--- src/rtl/adder_result_stage.sv ---
// Two-entry in-order result skid FIFO with zero/neg/ovf flags; one-cycle accept-to-valid latency,
// in_ready is registered and drops only when both entries are full. ADDER_RESULT_STICKY_EN adds sticky_ovf.
module adder_result_stage #(
   parameter int N = 32
) (
   input  logic         clk,
   input  logic         rst_n,
   input  logic         in_valid,
   output logic         in_ready,
   input  logic [N-1:0] in_sum,
   input  logic         in_cout,
   input  logic         in_a_msb,
   input  logic         in_b_msb,
   output logic         out_valid,
   input  logic         out_ready,
   output logic [N-1:0] out_sum,
   output logic         out_cout,
   output logic         out_zero,
   output logic         out_neg,
   output logic         out_ovf,
`ifdef ADDER_RESULT_STICKY_EN
   input  logic         sticky_clr,
   output logic         sticky_ovf,
`endif
   output logic [15:0]  result_count
);

   typedef struct packed {
      logic [N-1:0] sum;
      logic         cout;
      logic         zero;
      logic         neg;
      logic         ovf;
   } entry_t;

   entry_t      head_q;
   entry_t      tail_q;
   entry_t      in_ent;
   logic [1:0]  count_q;
   logic [1:0]  count_d;
   logic        ready_q;
   logic [15:0] rcount_q;
   logic        push;
   logic        pop;

   always_comb begin
      in_ent      = '0;
      in_ent.sum  = in_sum;
      in_ent.cout = in_cout;
      in_ent.zero = (in_sum == '0);
      in_ent.neg  = in_sum[N-1];
      in_ent.ovf  = (in_a_msb == in_b_msb) && (in_sum[N-1] != in_a_msb);
   end

   assign push = in_valid && ready_q;
   assign pop  = (count_q != 2'd0) && out_ready;

   always_comb begin
      count_d = count_q;
      case ({push, pop})
         2'b10:   count_d = count_q + 2'd1;
         2'b01:   count_d = count_q - 2'd1;
         default: count_d = count_q;
      endcase
   end

   // Head always holds the oldest entry; when the FIFO empties it keeps the last-popped value.
   always_ff @(posedge clk) begin
      if (!rst_n) begin
         count_q  <= 2'd0;
         ready_q  <= 1'b1;
         head_q   <= '0;
         tail_q   <= '0;
         rcount_q <= 16'd0;
      end else begin
         count_q <= count_d;
         ready_q <= (count_d != 2'd2);
         if (push && ((count_q == 2'd0) || ((count_q == 2'd1) && pop))) begin
            head_q <= in_ent;
         end else if (pop && (count_q == 2'd2)) begin
            head_q <= tail_q;
         end
         if (push && (count_q == 2'd1) && !pop) begin
            tail_q <= in_ent;
         end
         if (pop) begin
            rcount_q <= rcount_q + 16'd1;
         end
      end
   end

`ifdef ADDER_RESULT_STICKY_EN
   logic sticky_q;

   // A popped overflow entry takes priority over a coincident clear.
   always_ff @(posedge clk) begin
      if (!rst_n) begin
         sticky_q <= 1'b0;
      end else if (pop && head_q.ovf) begin
         sticky_q <= 1'b1;
      end else if (sticky_clr) begin
         sticky_q <= 1'b0;
      end
   end

   assign sticky_ovf = sticky_q;
`endif

   assign in_ready     = ready_q;
   assign out_valid    = (count_q != 2'd0);
   assign out_sum      = head_q.sum;
   assign out_cout     = head_q.cout;
   assign out_zero     = head_q.zero;
   assign out_neg      = head_q.neg;
   assign out_ovf      = head_q.ovf;
   assign result_count = rcount_q;

endmodule

--- config.mk ---
export PLATFORM = sky130hd
export DESIGN_NAME = adder_result_stage
export DESIGN_NICKNAME = d
export VERILOG_FILES = /design/src/rtl/adder_result_stage.sv
export SDC_FILE = /design/constraint.sdc
export NUM_CORES = 1
export LEC_CHECK = 0
export CORE_ASPECT_RATIO = 2
export CORE_MARGIN = 10
export CORE_UTILIZATION = 49
export CTS_BUF_LIST = sky130_fd_sc_hd__clkbuf_16
export DETAILED_ROUTE_END_ITERATION = 6
export MAX_ROUTING_LAYER = met4
export PLACE_DENSITY = 0.9
export SYNTH_ARGS = -nofsm -noshare
export SYNTH_HDL_FRONTEND = slang
export SYNTH_SLANG_ARGS = --single-unit
export TNS_END_PERCENT = 10
--- constraint.sdc ---
create_clock -name clk -period 2.1 [get_ports clk]
set_input_delay 0.21 -clock clk [delete_from_list [all_inputs] [get_ports clk]]
set_output_delay 0.21 -clock clk [all_outputs]
set_load 0.01 [all_outputs]
==> impl_metrics.ini, run 1 <==
[power]
power.density_nw_per_um2 = 1160
total_power_mw = 5.92
vdd_drop_max_mv = 0.592
p_leak_nw = 1.79

[floorplanning]
rows = 45
ios = 93
start_util = 0.505
die_y_um = 145
die_x_um = 82.6
die-area_um2 = 12000
core_um2 = 7600

[min_path]
whs_endpoint = tail_q[29]
min_from = tail_q[29]
whs_path_depth = 2
hold_path_class = reg2reg

[detailed_routing]
drtIter0Drc = 357
drt_pass1_iterations = 5
detail-route-antenna-nets = 0
viasPerCell = 5.83
drt-total-wl_um = 11100
drcViolationCount = 0
wl_per_cell_um = 17.2
vias = 3763

[setup_path]
slowest_stage = clkdlybuf4s50_1
rr_worst_depth = 7
path_class = reg2out
worst_ep_arrival_time_ns = 1.69
path_cells = inv_1, ha_1, inv_1, clkdlybuf4s50_1
cp-end-kind = output pin
critPathRequiredTime_ns = 1.89
r2r_start = count_q[0]
crit_path_start_kind = register
ff2ff_setup_slack_ns = 0.27
rr_endpoint = out_sum[3]
cp_slowest_stage_delay_ns = 0.55
critical_path_peak_fanout = 5
crit_path_frequent_cell = inv_1

[final_layout]
layout-drive-gt1-share = 0.0690
layout_commonest_cell = nand2_1
fin_util = 0.668
nets = 590
diodes = 0
nFillCells = 618
syn_to_final_growth_pct = 32.2
final_cell_mix = nand2_1, clkdlybuf4s50_1, dfxtp_1
final_area_um2 = 5080

[yosys]
synth_cells = 467
ys.flop_type = dfxtp_1
synth.avg_cell_area_um2 = 8.23
muxShareOfSynthArea = 0.00521
synth-compound-area-share = 0.139
synth_edf_count = 0
synth_simple_gate_area_frac = 0.275
syn-num-nets = 510
yosys_warnings = 0
synth_xor_area_frac = 0.0296
synth_fa_ha_area_frac = 0.0182
ys_seq_elements = 89
ys_seq_area_frac = 0.464
synth_area_leader_cell = dfxtp_1
ys_types = 40
synthArstFlopShare = 0
synth.top_cells.by_area = dfxtp_1, nand2_1, a311oi_1
synth_top_family_by_area = simple AND/OR/NAND/NOR gates
syn_area_um2 = 3840
synth_top_area_frac = 0.464

[clock_network]
cts.sinks = 89
cts.htree.levels = 3
cts_hold_buffers = 0
clock_latency_ns = 0.34
cts_tree = built
cts_resized = 0
cts_setup_buffers = 0
ctsLongestPathBuffers = 2
numCtsBuffers = 9
clkSlewWorstSetupHoldPaths_ns = 0.06
clockRootBuffer = clkbuf_16

[place]
gp_congestion = 0.832
hpwl_um = 7950
io_buffers = 92
place_area_um2 = 4780

[global_routing]
grt_max_degree = 43
grt_pass1_vias = 3738
grt_pass1_wl_um = 17600
grt.total_usage = 0.190
antenna_found_initial = 0
grt_overflow = 0

[sta]
min_period_over_period = 0.904
finalHoldViolCount = 0
finalCriticalPeriod_ns = 1.90
slew_viol_final = 0
max_slew_margin = 0.710
rsz0062_at_grt = no
holdWs_ns = 0.454
setup_tns_ns = 0
max_freq_mhz = 527
worstMarginPinSlew_ns = 0.435
finalClockSkew_ns = 0.00560
setup_viol = 0

[run_status]
status = completed

[run]
maxCapViolations = 0
-- state kept, by name, summed over array words and instances, names as in the netlist --
register and flops:
result_count 16, out_sum 32, in_ready 1, tail_q 35, out_ovf 1, out_zero 1, count_q 2, out_cout 1
-- through the flow --
step	instances	worst slack, ns
after floorplan	467	0.430
after global placement	630	0.265
after detailed placement	630	0.210
after CTS	645	0.190
after global routing	645	0.114
final	645	0.202
-- per-layer routing --
metal,track usage,share of wire,up-vias
li1,-,-,1781
met4,0.0791,0.028,0
met2,0.327,0.55,137
met5,-,0,-
met1,0.188,0.36,1810
met3,0.0556,0.060,35
-- report_power, final --
| part | leakage [nW] | internal (mW) | switching, mW |
|---|---|---|---|
| combinational | 0.911 | 0.930 | 1.16 |
| clock | 0.155 | 1.02 | 0.616 |
| sequential | 0.727 | 2.01 | 0.181 |
-- critical path: cells and delay by family (launching register included) --
| kind | cells | cell delay [ns] |
|---|---|---|
| DFF | 1 | 0.34 |
| adders and majority gates | 1 | 0.28 |
| buffers and inverters | 3 | 0.73 |
-- cell usage after synthesis (2+ instances only) --
library cell,n
nand2_1,111
dfxtp_1,89
nor2_1,49
a21oi_1,38
nand3_1,37
a311oi_1,34
clkbuf_1,13
xor2_1,11
buf_2,10
buf_4,8
nor4_1,8
buf_6,7
inv_1,6
nand4_1,6
ha_1,4
o21ai_0,4
or3_1,3
and4b_1,2
maj3_1,2
mux2i_1,2
nand2b_1,2
nor3_1,2
xnor2_1,2
-- worst max-delay path by stage --
stage | from | end | slack (ns) | cells past startpoint
global placement | in_valid | out_zero | 0.26 | 6
detailed placement | in_valid | out_sum[3] | 0.21 | 5
CTS | count_q[0] | out_valid | 0.19 | 4
finish | count_q[0] | out_valid | 0.20 | 4
global route | count_q[1] | out_valid | 0.11 | 4
floorplan | count_q[0] | tail_q[10] | 0.43 | 9
-- cells by family (layout without fill, tap and decap cells) --
| group | after synthesis | in the layout |
|---|---|---|
| buffers and inverters | 45 | 129 |
| flip-flops | 89 | 89 |
| adder cells (fa/ha/maj) | 6 | 6 |
| XOR/XNOR | 13 | 13 |
| multiplexers | 2 | 2 |
| AND/OR/NAND/NOR | 233 | 233 |
| AO/OA/AOI/OAI | 79 | 79 |
-- area by class of cell --
cell class                 instances  area [um2]  share of cell area
clock buffer                       9         225              0.0443
clock inverter                     6        76.3              0.0150
inverter                           6        22.5             0.00443
multi-input combinational        333        1800               0.355
sequential                        89        1780               0.351
tap                               94         118              0.0232
timing repair buffer             108        1050               0.207
No activity file was read; power rests on OpenSTA's default activity.
==> inputs of run 2 (changes only) <==
CORE_ASPECT_RATIO = not set   (was 2)
CORE_UTILIZATION = 51   (was 49)
CTS_BUF_LIST = sky130_fd_sc_hd__clkbuf_4   (was sky130_fd_sc_hd__clkbuf_16)
PLACE_DENSITY = 0.82   (was 0.9)
==> run 2 against run 1 <==
Routed wire length fell by 8.4%. Die area fell by 4.9%. Largest power group unchanged. Sequential power barely moved. Register-to-register slack barely moved. Largest cell class unchanged. Hold slack got worse by 0.11 ns. Global-route usage fell by 0.49 points. Critical path depth did not move.
==> impl_metrics.ini, run 2 (synthesized netlist as in run 1, its figures left out) <==
[detailed_routing]
detail-route-antenna-nets = 0
drt_pass1_iterations = 4
drt-total-wl_um = 10200
drtIter0Drc = 184
wl_per_cell_um = 15.6
drcViolationCount = 0
vias = 3599
viasPerCell = 5.53

[sta]
setup_tns_ns = 0
max_freq_mhz = 519
finalClockSkew_ns = 0.0186
finalHoldViolCount = 0
slew_viol_final = 0
holdWs_ns = 0.345
rsz0062_at_grt = no
max_slew_margin = 0.719
finalCriticalPeriod_ns = 1.93
setup_viol = 0
fin_ws_ns = 0.174
worstMarginPinSlew_ns = 0.418
min_period_over_period = 0.917

[power]
p_leak_nw = 1.74
netSwitchingPower_mw = 1.93
power_frac_comb = 0.411
vdd_drop_max_mv = 0.885
pwr-share-clk = 0.178
netSwitchingFraction = 0.363
internal-power_mw = 3.38
power.density_nw_per_um2 = 1060
seqPwrFrac = 0.412

[clock_network]
clock_latency_ns = 0.43
cts.htree.levels = 3
numCtsBuffers = 9
cts.sinks = 89
clockRootBuffer = clkbuf_4
ctsLongestPathBuffers = 2
cts_hold_buffers = 0
cts_resized = 0
cts_tree = built
cts_setup_buffers = 0
clkSlewWorstSetupHoldPaths_ns = 0.15

[final_layout]
fin_util = 0.685
final_area_um2 = 5000
syn_to_final_growth_pct = 30.1
layout-drive-gt1-share = 0.0761
nFillCells = 629
largest_reg_flops = 35
final_cell_mix = nand2_1, clkdlybuf4s50_1, dfxtp_1
regMostFlops = tail_q
diodes = 0
multiInputGateArea_um2 = 1810
seq_area_um2 = 1780
layout_commonest_cell = nand2_1
nets = 590

[setup_path]
path_cells = inv_1, ha_2, inv_1, clkdlybuf4s50_1
path_class = reg2out
critPathRequiredTime_ns = 1.89
cp_top_family = buffers and inverters
rr_endpoint = out_sum[15]
slowest_stage = clkdlybuf4s50_1
path_buf_inv = 3
cp_slowest_stage_delay_ns = 0.53
ff2ff_setup_slack_ns = 0.26
crit_path_frequent_cell = inv_1
critical_path_peak_fanout = 5
rr_worst_depth = 7
critPathLaunch = count_q[0]
cp-end-kind = output pin
crit_cells = 4
endpoint = out_valid
worst_ep_arrival_time_ns = 1.72
r2r_start = count_q[0]
crit_path_start_kind = register

[global_routing]
grt_pass1_wl_um = 17300
grt_max_degree = 47
grt_overflow = 0
grt.total_usage = 0.185
grt_pass1_vias = 3518
antenna_found_initial = 0

[place]
io_buffers = 92
place_area_um2 = 4860
hpwl_um = 7300
gp_congestion = 0.829
pre_cts_slack_ns = 0.166

[run]
maxCapViolations = 0

[floorplanning]
ios = 93
die_x_um = 107
core_um2 = 7290
start_util = 0.527
die_y_um = 107
rows = 31
die-area_um2 = 11400

[min_path]
hold_path_class = in2reg

[run_status]
status = completed
run 2: tightest hold or removal path: stages:
cell	delay, ns
clkdlybuf4s50_1	0.42
nand2_1	0.07
a21oi_1	0.05
run 2: metrics by stage:
stage	instances	power (mW)
finish	651	5.31
global route	651	5.67
CTS	651	5.32
detailed placement	635	4.39
global placement	635	4.32
floorplan	467	3.47
run 2: routing by layer:
layer,global-route usage,vias to the layer above,routed length (um)
met1,0.224,1703,4490
met3,0.0317,14,488
li1,-,1773,-
met5,-,-,0
met4,0.0745,0,169
met2,0.298,109,5040
run 2: how the worst min path moves through the flow:
stage                 endpoint  slack, ns        from  depth (start not counted)
global placement    tail_q[12]       0.44  tail_q[12]                          2
floorplan             in_ready       0.31       rst_n                          1
CTS                  tail_q[3]       0.33     in_cout                          3
global route         tail_q[3]       0.33     in_cout                          3
finish               tail_q[3]       0.34     in_cout                          3
detailed placement  tail_q[33]       0.45  tail_q[33]                          2
run 2: power by group through the flow:
| stage | registers [mW] | logic, mW | clock network [mW] |
|---|---|---|---|
| finish | 2.18 | 2.18 | 0.944 |
| global route | 2.22 | 2.41 | 1.04 |
| CTS | 2.18 | 2.18 | 0.959 |
| detailed placement | 2.22 | 2.17 | 0 |
| global placement | 2.21 | 2.12 | 0 |
| floorplan | 2.29 | 1.18 | 0 |
run 2: final cells by class:
cell class / instances / share of cell area
clock buffers: 9 / 0.0135
clock inverters: 7 / 0.0138
inverters: 6 / 0.00451
multi-input cells: 333 / 0.361
flip-flops and latches: 89 / 0.356
well taps: 99 / 0.0248
repair buffers: 108 / 0.226
==> inputs of run 3 (changes only) <==
HOLD_SLACK_MARGIN = 0.1   (was not set)
==> results of run 3 <==
Same layout as run 2: the final DEF is identical, and so are final timing and power.
